<file path="config.mk">
export PLATFORM = sky130hd
export DESIGN_NAME = booth_mul32
export DESIGN_NICKNAME = d
export VERILOG_FILES = /design/src/rtl/booth_mul32.sv
export SDC_FILE = /design/constraint.sdc
export NUM_CORES = 1
export LEC_CHECK = 0
export CORE_AREA = 2 2 112 114
export DETAILED_ROUTE_END_ITERATION = 10
export DIE_AREA = 0 0 114 116
export GPL_TIMING_DRIVEN = 0
export PLACE_DENSITY = 0.82
export SYNTH_ARGS = -nofsm -noshare
export SYNTH_HDL_FRONTEND = slang
export SYNTH_SLANG_ARGS = --single-unit
</file>
<file path="constraint.sdc">
create_clock -name clk -period 8.8 [get_ports clk]
set_input_delay 1.32 -clock clk [delete_from_list [all_inputs] [get_ports clk]]
set_output_delay 1.32 -clock clk [all_outputs]
set_load 0.02 [all_outputs]
</file>
<file path="src/rtl/booth_mul32.sv">
// Radix-2 Booth sequential multiplier, 32x32 signed -> 64-bit product.
// One Booth iteration per EXEC cycle; 32 cycles from accepted start to DONE.
module booth_mul32 (
    input  logic        clk,
    input  logic        reset_n,
    input  logic        op_start,
    input  logic        op_clear,
    input  logic [31:0] multiplicand,
    input  logic [31:0] multiplier,
    output logic        op_done,
    output logic [63:0] result
);

    localparam logic [1:0] S_IDLE = 2'd0;
    localparam logic [1:0] S_EXEC = 2'd1;
    localparam logic [1:0] S_DONE = 2'd2;

    logic [1:0]  r_state;
    logic [32:0] r_acc;
    logic [31:0] r_q;
    logic        r_q1;
    logic [32:0] r_m;
    logic [4:0]  r_cnt;

    logic [32:0] w_sum;
    logic        w_start;

    // 33-bit ACC absorbs the -2^31 x -2^31 corner without overflow.
    always_comb begin
        w_sum = r_acc;
        case ({r_q[0], r_q1})
            2'b01:   w_sum = r_acc + r_m;
            2'b10:   w_sum = r_acc - r_m;
            default: w_sum = r_acc;
        endcase
    end

    assign w_start = op_start && !op_clear &&
                     ((r_state == S_IDLE) || (r_state == S_DONE));

    always_ff @(posedge clk or negedge reset_n) begin
        if (!reset_n) begin
            r_state <= S_IDLE;
            r_acc   <= '0;
            r_q     <= '0;
            r_q1    <= 1'b0;
            r_m     <= '0;
            r_cnt   <= '0;
        end else if (op_clear) begin
            r_state <= S_IDLE;
            r_acc   <= '0;
            r_q     <= '0;
            r_q1    <= 1'b0;
            r_m     <= '0;
            r_cnt   <= '0;
        end else if (w_start) begin
            r_state <= S_EXEC;
            r_acc   <= '0;
            r_q     <= multiplier;
            r_q1    <= 1'b0;
            r_m     <= {multiplicand[31], multiplicand};
            r_cnt   <= '0;
        end else if (r_state == S_EXEC) begin
            // Arithmetic shift of {ACC,Q,Q_1} applied to the post-add ACC.
            r_acc <= {w_sum[32], w_sum[32:1]};
            r_q   <= {w_sum[0], r_q[31:1]};
            r_q1  <= r_q[0];
            r_cnt <= r_cnt + 5'd1;
            if (r_cnt == 5'd31) begin
                r_state <= S_DONE;
            end
        end else if (r_state == 2'd3) begin
            r_state <= S_IDLE;
        end
    end

    assign op_done = (r_state == S_DONE);
    assign result  = {r_acc[31:0], r_q};

endmodule

</file>
==> results.json, run 1 <==
{
  "multi_input_area_um2": 3630,
  "cts_tree": "yes",
  "p_int_mw": 0.904,
  "cp-endpoint": "r_acc[27]",
  "clk_latency_ns": 0.36,
  "cts_setup_buffers": 0,
  "dieArea_um2": 13200,
  "synthArstFlopShare_pct": 100,
  "drt-total-wl_um": 20900,
  "cpPeakStageDelay_ns": 0.61,
  "clockPowerShare_pct": 31.0,
  "cts-root-buf": "clkbuf_16",
  "cellPowerDensity_nw_per_um2": 165,
  "core_um2": 11900,
  "post_cts_resized": 0,
  "rsz0062_at_grt": "no",
  "grtUsageMet1_pct": 41.2,
  "ff2ff_setup_slack_ns": 4.22,
  "gr-total-overflow": 0,
  "status": "complete, no violations",
  "synth-simple-area-share_pct": 12.2,
  "placed_area_um2": 8050,
  "synthMuxAreaShare_pct": 1.38,
  "via_count": 6366,
  "stdcell_area_um2": 8360,
  "hpwl_um": 15900,
  "antenna_cells": 0,
  "synthXorXnorAreaFrac_pct": 8.04,
  "yosysUniqueCellTypes": 55,
  "ys.flop_type": "dfrtp_1",
  "fmax_ghz": 0.218,
  "syn_area_um2": 6530,
  "period_minus_slack_ns": 4.58,
  "grt_pass1_wl_um": 33600,
  "final.setup_skew_ns": 0.00696,
  "finalSetupViolCount": 0,
  "final_nets": 955,
  "drtIter0Drc": 751,
  "grt_start_max_net_pins": 64,
  "fill_cells": 927,
  "synth_compound_area_share_pct": 26.7,
  "grt_pass1_vias": 6347,
  "synth_top_family_by_area": "compound AO/OA/AOI/OAI gates",
  "synth-edff-count": 0,
  "worstMarginPinSlew_ns": 0.944,
  "synth_area_per_cell_um2": 9.24,
  "yosys_warnings": 0,
  "max-slew-margin-rel_pct": 36.6,
  "start_util_pct": 54.9,
  "drc": 0,
  "cp.arrival_ns": 4.81,
  "cts.clk_slew.worst_paths_ns": 0.08,
  "criticalPathCategory": "reg2reg",
  "area_growth_pct": 27.9,
  "fp.dieW_um": 114,
  "power_frac_seq_pct": 38.6,
  "slew_violations": 0,
  "final_cells": 1002,
  "via_per_inst": 6.35,
  "setup_ws_ns": 4.22,
  "worstPathCellList": "nor2_1 -> nor4b_1 -> nand2_1 -> nor3_1 -> nor2_1 -> xnor2_1 -> ha_1 -> clkbuf_1 -> nand3_1 -> o21ai_0 -> a21oi_1 -> o41ai_1 -> xnor2_1 -> o21ai_0",
  "finalHoldViolCount": 0,
  "total_power_mw": 1.38,
  "ys_seq_area_share_pct": 39.8,
  "dp.cells": 986,
  "crit_start": "r_m[2]",
  "synth_fa_ha_area_share_pct": 7.20,
  "synth_nets": 812,
  "synth-seq-cells": 104,
  "num_rows": 40,
  "critPathMaxFanout": 9,
  "required_ns": 9.03,
  "syn_inst": 707,
  "use_met3_pct": 7.53,
  "crit_path_end_kind": "register",
  "regArea_um2": 2600,
  "hp-class": "reg2reg",
  "crit_family": "simple AND/OR/NAND/NOR gates",
  "drive_gt1_share_pct": 3.16,
  "r2r_cells": 14,
  "gp_congestion": 0.929,
  "antenna_found_initial": 0,
  "io_pins": 133,
  "dr.pass1.iters": 5,
  "wl_per_cell_um": 20.9,
  "cts_made_buffers": 9,
  "power_leakage_nw": 3.73,
  "use_met2_pct": 55.8,
  "die_y_um": 116,
  "busiest_layer": "met2",
  "swShare_pct": 34.6,
  "start_kind": "register",
  "worst-path-buf-inv": 1,
  "cpMaxStageDelayCell": "o21ai_0",
  "p_switching_mw": 0.478,
  "clock-sinks": 104,
  "vdd_ir_drop_max_mv": 0.119,
  "htreeDepth": 3,
  "period_share_pct": 52.0,
  "ctsHoldBuffers": 0,
  "ant_nets": 0,
  "grt.total_usage_pct": 32.5,
  "r2r_end": "r_acc[27]",
  "io_buffers": 131,
  "r2r_start": "r_m[2]",
  "post-place-ws_ns": 4.35,
  "drv_cap": 0,
  "max-clock-path-buffers": 2,
  "cp.depth": 14,
  "combPwrFrac_pct": 30.4,
  "setup_tns_ns": 0
}
[power groups by stage]
stage / sequential [mW] / combinational [mW] / clock [mW]
2_1_floorplan: 0.551 / 0.249 / 0
3_5_place_dp: 0.541 / 0.413 / 0
5_1_grt: 0.536 / 0.458 / 0.448
3_3_place_gp: 0.539 / 0.403 / 0
6_report: 0.533 / 0.420 / 0.428
4_1_cts: 0.532 / 0.416 / 0.427
[per-layer routing]
| metal | vias to the layer above | routed length, um |
|---|---|---|
| met2 | 296 | 10200 |
| met5 | - | 0 |
| met1 | 3120 | 8480 |
| li1 | 2911 | - |
| met3 | 39 | 1790 |
| met4 | 0 | 466 |
[registers in the layout, indices dropped and copies added (netlist names)]
| register | flops |
|---|---|
| r_acc | 32 |
| r_q1 | 1 |
| r_cnt | 5 |
| r_q | 32 |
| r_m | 32 |
| r_state | 2 |
[worst register-to-register path: cells and delay by family (launching register included)]
family                     cells  cell delay (ns)
xor gates and xnor gates       2             0.33
adders and majority gates      1             0.27
and+or+nand+nor                6             1.66
AOI/OAI and AO/OA              4             1.45
DFF                            1             0.43
buffers and inverters          1             0.32
[cell families (layout without fill, tap and decap cells)]
family                     after synthesis  in the layout
and+or+nand+nor                        164            164
buffers and inverters                   80            228
AOI/OAI and AO/OA                      253            253
adders and majority gates               37             37
DFF                                    104            104
xor gates and xnor gates                60             60
muxes                                    9              9
[synth_stat cells (all sizes together), types with 6 or more instances]
cell | instances | area (um^2)
nand4 | 6 | 37.5
nor3 | 13 | 76.3
a31oi | 13 | 81.3
a22oi | 20 | 150
o21ai | 62 | 310
mux2i | 9 | 90.1
ha | 36 | 450
nand2 | 51 | 191
a21oi | 49 | 249
a222oi | 29 | 290
inv | 45 | 169
a22o | 32 | 280
o21a | 7 | 52.6
nor2 | 53 | 199
a21o | 10 | 75.1
dfrtp | 104 | 2600
nand2b | 7 | 43.8
xnor2 | 45 | 394
xor2 | 15 | 131
clkbuf | 35 | 131
[layout by cell type (no fill, tap or decap), types with 3 or more instances in the layout]
master           count
xor2_1              15
a211oi_1             4
dfrtp_1            104
nor2_1              53
nor2b_1              5
o31ai_1              5
a22oi_1             20
a31o_2               3
nand2b_1             7
clkdlybuf4s50_1    130
xnor2_1             45
mux2i_1              9
nor3_1              12
o21ai_0             62
a22o_1              32
and3_1               5
nand3_1              5
a31oi_1             13
o21a_1               7
clkbuf_16            9
a21oi_1             48
nand4_1              6
ha_1                36
o21bai_1             3
clkbuf_1            36
nand2_1             51
a21o_1              10
inv_1               45
a222oi_1            29
[cell type report]
cell class	instances	share of cell area, %
buffer	35	1.57
clock buffer	10	2.74
clock inverter	6	0.883
inverter	45	2.02
multi-input combinational	523	43.4
sequential	104	31.1
tap	147	2.20
timing repair buffer	132	16.0
[stage by stage]
step | util, % | hold slack [ns]
after global routing | 70.2 | 0.544
after detailed placement | 67.6 | 0.505
final | 70.2 | 0.524
after global placement | 67.4 | 0.490
after floorplan | - | 0.473
after CTS | 70.2 | 0.523
[worst min path at each step]
stage          slack [ns]       end  cells past startpoint      from
3_5_place_dp         0.50      r_q1                      1      r_q1
4_1_cts              0.52  r_cnt[4]                      1  r_cnt[4]
5_1_grt              0.54  r_cnt[4]                      1  r_cnt[4]
3_3_place_gp         0.49      r_q1                      1      r_q1
6_report             0.52  r_cnt[4]                      1  r_cnt[4]
2_1_floorplan        0.47      r_q1                      1      r_q1
Power figures use the tool's default switching activity.
==> inputs of run 2 (changes only) <==
CORE_AREA = 2 2 116 118   (was 2 2 112 114)
DIE_AREA = 0 0 118 120   (was 0 0 114 116)
PLACE_DENSITY = 0.77   (was 0.82)
clock period = 4.79 ns   (was 8.8 ns; I/O delays follow)
==> results.json, run 2 (synthesized netlist as in run 1, its figures left out) <==
{
  "status": "complete, no violations",
  "max-clock-path-buffers": 2,
  "start_util_pct": 50.3,
  "criticalPathCategory": "reg2reg",
  "max-slew-margin-rel_pct": 18.2,
  "fill_cells": 1068,
  "largestRegisters": "r_acc: 32 flops, r_m: 32 flops, r_q: 32 flops",
  "grt_start_max_net_pins": 59,
  "io_buffers": 131,
  "cts-root-buf": "clkbuf_16",
  "required_ns": 5.01,
  "cts.clk_slew.worst_paths_ns": 0.07,
  "antenna_cells": 0,
  "num_rows": 42,
  "period_minus_slack_ns": 4.55,
  "clock-sinks": 104,
  "drt-total-wl_um": 20300,
  "power_leakage_nw": 3.72,
  "die_y_um": 120,
  "final_nets": 955,
  "via_count": 6224,
  "grt_pass1_wl_um": 31800,
  "dr.pass1.iters": 7,
  "drc": 0,
  "cp.arrival_ns": 4.77,
  "drive_gt1_share_pct": 3.05,
  "wl_per_cell_um": 19.7,
  "drtIter0Drc": 520,
  "antenna_found_initial": 0,
  "cellPowerDensity_nw_per_um2": 294,
  "finalSetupViolCount": 0,
  "layout_commonest_cell": "clkdlybuf4s50_1",
  "multi_input_area_um2": 3630,
  "clk_latency_ns": 0.36,
  "crit_path_end_kind": "register",
  "hold_ws_ns": 0.383,
  "vdd_ir_drop_max_mv": 0.200,
  "worstMarginPinSlew_ns": 1.22,
  "finalHoldViolCount": 0,
  "regArea_um2": 2600,
  "io_pins": 133,
  "fp.dieW_um": 118,
  "slew_violations": 0,
  "gp_congestion": 0.928,
  "core_um2": 13000,
  "period_share_pct": 95.0,
  "hp-class": "in2async",
  "hpwl_um": 15400,
  "gr-total-overflow": 0,
  "finish.utilization_pct": 64.4,
  "final.setup_skew_ns": 0.0111,
  "grt.total_usage_pct": 28.7,
  "drv_cap": 0,
  "htreeDepth": 3,
  "dieArea_um2": 14200,
  "area_growth_pct": 28.0,
  "critPathMaxFanout": 4,
  "via_per_inst": 6.05,
  "ant_nets": 0,
  "final_cell_mix": "clkdlybuf4s50_1, dfrtp_1, o21ai_0, nor2_1, nand2_1",
  "rsz0062_at_grt": "no",
  "cts_made_buffers": 9,
  "fmax_ghz": 0.220,
  "cts_tree": "yes",
  "start_kind": "register",
  "grt_pass1_vias": 5957
}
## run 2: power breakdown
| part | internal, mW | total (mW) | switching, mW |
|---|---|---|---|
| combinational | 0.323 | 0.769 | 0.446 |
| clock | 0.365 | 0.711 | 0.346 |
| sequential | 0.923 | 0.978 | 0.0546 |
| total | 1.61 | 2.46 | 0.847 |
## run 2: final cells by class
type                    instances  share of cell area [%]
multi-input cells             523                    43.4
flip-flops and latches        104                    31.1
repair buffers                132                    16.0
clock buffers                  10                    2.86
well taps                     176                    2.63
inverters                      45                    2.02
plain buffers                  35                    1.57
clock inverters                 4                   0.374
## run 2: worst max-delay path, cell delays in order, from the launching register on
cell and delay, ns:
dfrtp_1 0.43, or4_4 0.56, or4_4 0.57, or2_4 0.29, nor4_4 0.20, and2b_1 0.24, a21oi_1 0.10, xnor2_1 0.28
ha_1 0.33, a21o_1 0.21, a211oi_1 0.26, o211ai_1 0.14, a21oi_1 0.35, o31ai_1 0.18, xnor2_1 0.19, o22ai_2 0.08
## run 2: what timing repair did
item / 4_1_cts / 5_1_grt
endpoints found under the hold margin: 0 / 0
endpoints found under the setup margin: 0 / 1
resized for setup: 0 / 1
hold buffers: 0 / 0
setup buffers: 0 / 0
## run 2: metal layers
metal  global-route usage (%)  wire [um]  vias to the layer above
met5                        0          0                        -
met4                     11.0        598                        0
met3                     6.42       1800                       43
met2                     46.1       9370                      298
met1                     38.0       8500                     2964
li1                         -          -                     2919
## run 2: through the flow
step	worst slack (ns)	cells	TNS, ns	cell area [um^2]	total power, mW
CTS	0.288	1029	0	8360	2.45
global placement	-0.980	1014	-100.94	8070	1.73
detailed placement	0.307	1015	0	8090	1.75
finish	0.239	1029	0	8360	2.46
global route	0.0239	1029	0	8360	2.57
floorplan	0.906	707	0	6530	1.47
## run 2: worst paths after layout
check | cells past startpoint | slack [ns] | from | endpoint
worst max-delay path | 15 | 0.24 | r_m[14] | r_acc[31]
worst min-delay path | 1 | 0.38 | reset_n | r_acc[8]
worst max register to register | 15 | 0.24 | r_m[14] | r_acc[31]
worst min register to register | 1 | 0.52 | r_q1 | r_q1
max in group asynchronous | 2 | 3.68 | reset_n | r_acc[27]
min in group clk | 1 | 0.52 | r_q1 | r_q1
==> inputs of run 3 (changes only) <==
CAP_MARGIN = 20   (was unset)
==> results.json, run 3 (synthesized netlist as in run 1, its figures left out) <==
{
  "period_share_pct": 96.2,
  "worst-path-buf-inv": 0,
  "drv_cap": 0,
  "grt_pass1_wl_um": 32000,
  "cpPeakStageDelay_ns": 0.57,
  "final_nets": 956,
  "p_int_mw": 1.61,
  "grt.total_usage_pct": 28.8,
  "cts.clk_slew.worst_paths_ns": 0.07,
  "cp.arrival_ns": 4.83,
  "placed_area_um2": 8100,
  "power_leakage_nw": 3.72,
  "stdcell_area_um2": 8360,
  "crit_path_end_kind": "register",
  "drc": 0,
  "drtIter0Drc": 630,
  "r2r_start": "r_m[14]",
  "cts-root-buf": "clkbuf_16",
  "start_util_pct": 50.3,
  "die_y_um": 120,
  "hpwl_um": 15400,
  "p_switching_mw": 0.845,
  "clock-sinks": 104,
  "r2r_end": "r_acc[27]",
  "clockPowerShare_pct": 28.8,
  "num_rows": 42,
  "fill_cells": 1086,
  "critPathMaxFanout": 4,
  "fp.dieW_um": 118,
  "io_pins": 133,
  "drive_gt1_share_pct": 3.16,
  "fmax_ghz": 0.217,
  "gr-total-overflow": 0,
  "final.setup_skew_ns": 0.00607,
  "cpMaxStageDelayCell": "or4_4",
  "max-slew-margin-rel_pct": 42.0,
  "largestRegisters": "r_acc: 32 flops, r_m: 32 flops, r_q: 32 flops",
  "gp_congestion": 0.928,
  "power_frac_seq_pct": 39.8,
  "period_minus_slack_ns": 4.61,
  "finish.utilization_pct": 64.4,
  "rsz0062_at_grt": "no",
  "antenna_found_initial": 0,
  "via_per_inst": 6.04,
  "core_um2": 13000,
  "cellPowerDensity_nw_per_um2": 294,
  "htreeDepth": 3,
  "wl_per_cell_um": 19.7,
  "slew_violations": 0,
  "combPwrFrac_pct": 31.3,
  "setup_tns_ns": 0,
  "cts_made_buffers": 9,
  "io_buffers": 131,
  "ff2ff_setup_slack_ns": 0.18,
  "required_ns": 5.01,
  "via_count": 6226,
  "final_cell_mix": "clkdlybuf4s50_1, dfrtp_1, o21ai_0, nor2_1, nand2_1",
  "grt_start_max_net_pins": 59,
  "layout_commonest_cell": "clkdlybuf4s50_1",
  "finalHoldViolCount": 0,
  "grt_pass1_vias": 6033,
  "drt-total-wl_um": 20300,
  "dr.pass1.iters": 7,
  "cts_tree": "yes",
  "criticalPathCategory": "reg2reg",
  "status": "complete, no violations",
  "worstPathCellList": "or4_4 -> or4_4 -> or2_4 -> nor4_4 -> and2b_1 -> a21oi_1 -> xnor2_1 -> ha_1 -> a21o_1 -> a211oi_1 -> o211ai_1 -> a21oi_1 -> o41ai_1 -> xnor2_1 -> o21ai_0",
  "clk_latency_ns": 0.36,
  "antenna_cells": 0,
  "hold_ws_ns": 0.376,
  "r2r_cells": 15,
  "crit_family": "simple AND/OR/NAND/NOR gates",
  "ant_nets": 0,
  "hp-class": "in2async",
  "start_kind": "register",
  "area_growth_pct": 28.0,
  "cp.depth": 15,
  "swShare_pct": 34.4,
  "total_power_mw": 2.46,
  "dieArea_um2": 14200,
  "vdd_ir_drop_max_mv": 0.172,
  "finalSetupViolCount": 0,
  "cts_setup_buffers": 0,
  "max-clock-path-buffers": 2,
  "worstMarginPinSlew_ns": 0.867
}
run 3: per-stage QoR:
stage               setup slack, ns  std cells
floorplan                     0.906        707
global placement             -0.980       1014
detailed placement            0.298       1016
CTS                           0.274       1030
global route                 0.0541       1030
finish                        0.180       1030
run 3: routing by layer:
layer / up-vias / GRT usage [%] / part of all wire [%]
li1: 2916 / - / -
met1: 2992 / 37.3 / 42
met2: 277 / 45.9 / 46
met3: 41 / 7.13 / 8.7
met4: 0 / 12.7 / 3.6
met5: - / 0 / 0
run 3: power by group through the flow:
| stage | clock [mW] | combinational [mW] | sequential [mW] |
|---|---|---|---|
| CTS | 0.719 | 0.762 | 0.977 |
| floorplan | 0 | 0.458 | 1.01 |
| global route | 0.760 | 0.837 | 0.984 |
| detailed placement | 0 | 0.757 | 0.993 |
| finish | 0.708 | 0.769 | 0.978 |
| global placement | 0 | 0.740 | 0.991 |
run 3: worst max-delay path by stage:
stage,startpoint,to,slack [ns]
2_1_floorplan,r_m[14],r_acc[29],0.91
3_3_place_gp,reset_n,r_q[7],-0.98
3_5_place_dp,r_m[14],r_acc[31],0.30
4_1_cts,r_m[14],r_acc[27],0.27
5_1_grt,r_m[14],r_acc[27],0.05
6_report,r_m[14],r_acc[27],0.18
run 3: what timing repair did:
| action | 4_1_cts | 5_1_grt |
|---|---|---|
| hold buffers | 0 | 0 |
| hold endpoints to repair | 0 | 0 |
| setup endpoints to repair | 0 | 1 |
| resized for setup | 0 | 1 |
run 3: layout make-up:
class	count	area [um^2]	area share, %
plain buffers	35	131	1.57
clock buffers	10	239	2.86
clock inverters	4	30.0	0.359
inverters	45	169	2.02
multi-input cells	523	3630	43.4
flip-flops and latches	104	2600	31.1
well taps	176	220	2.63
repair buffers	133	1340	16.0
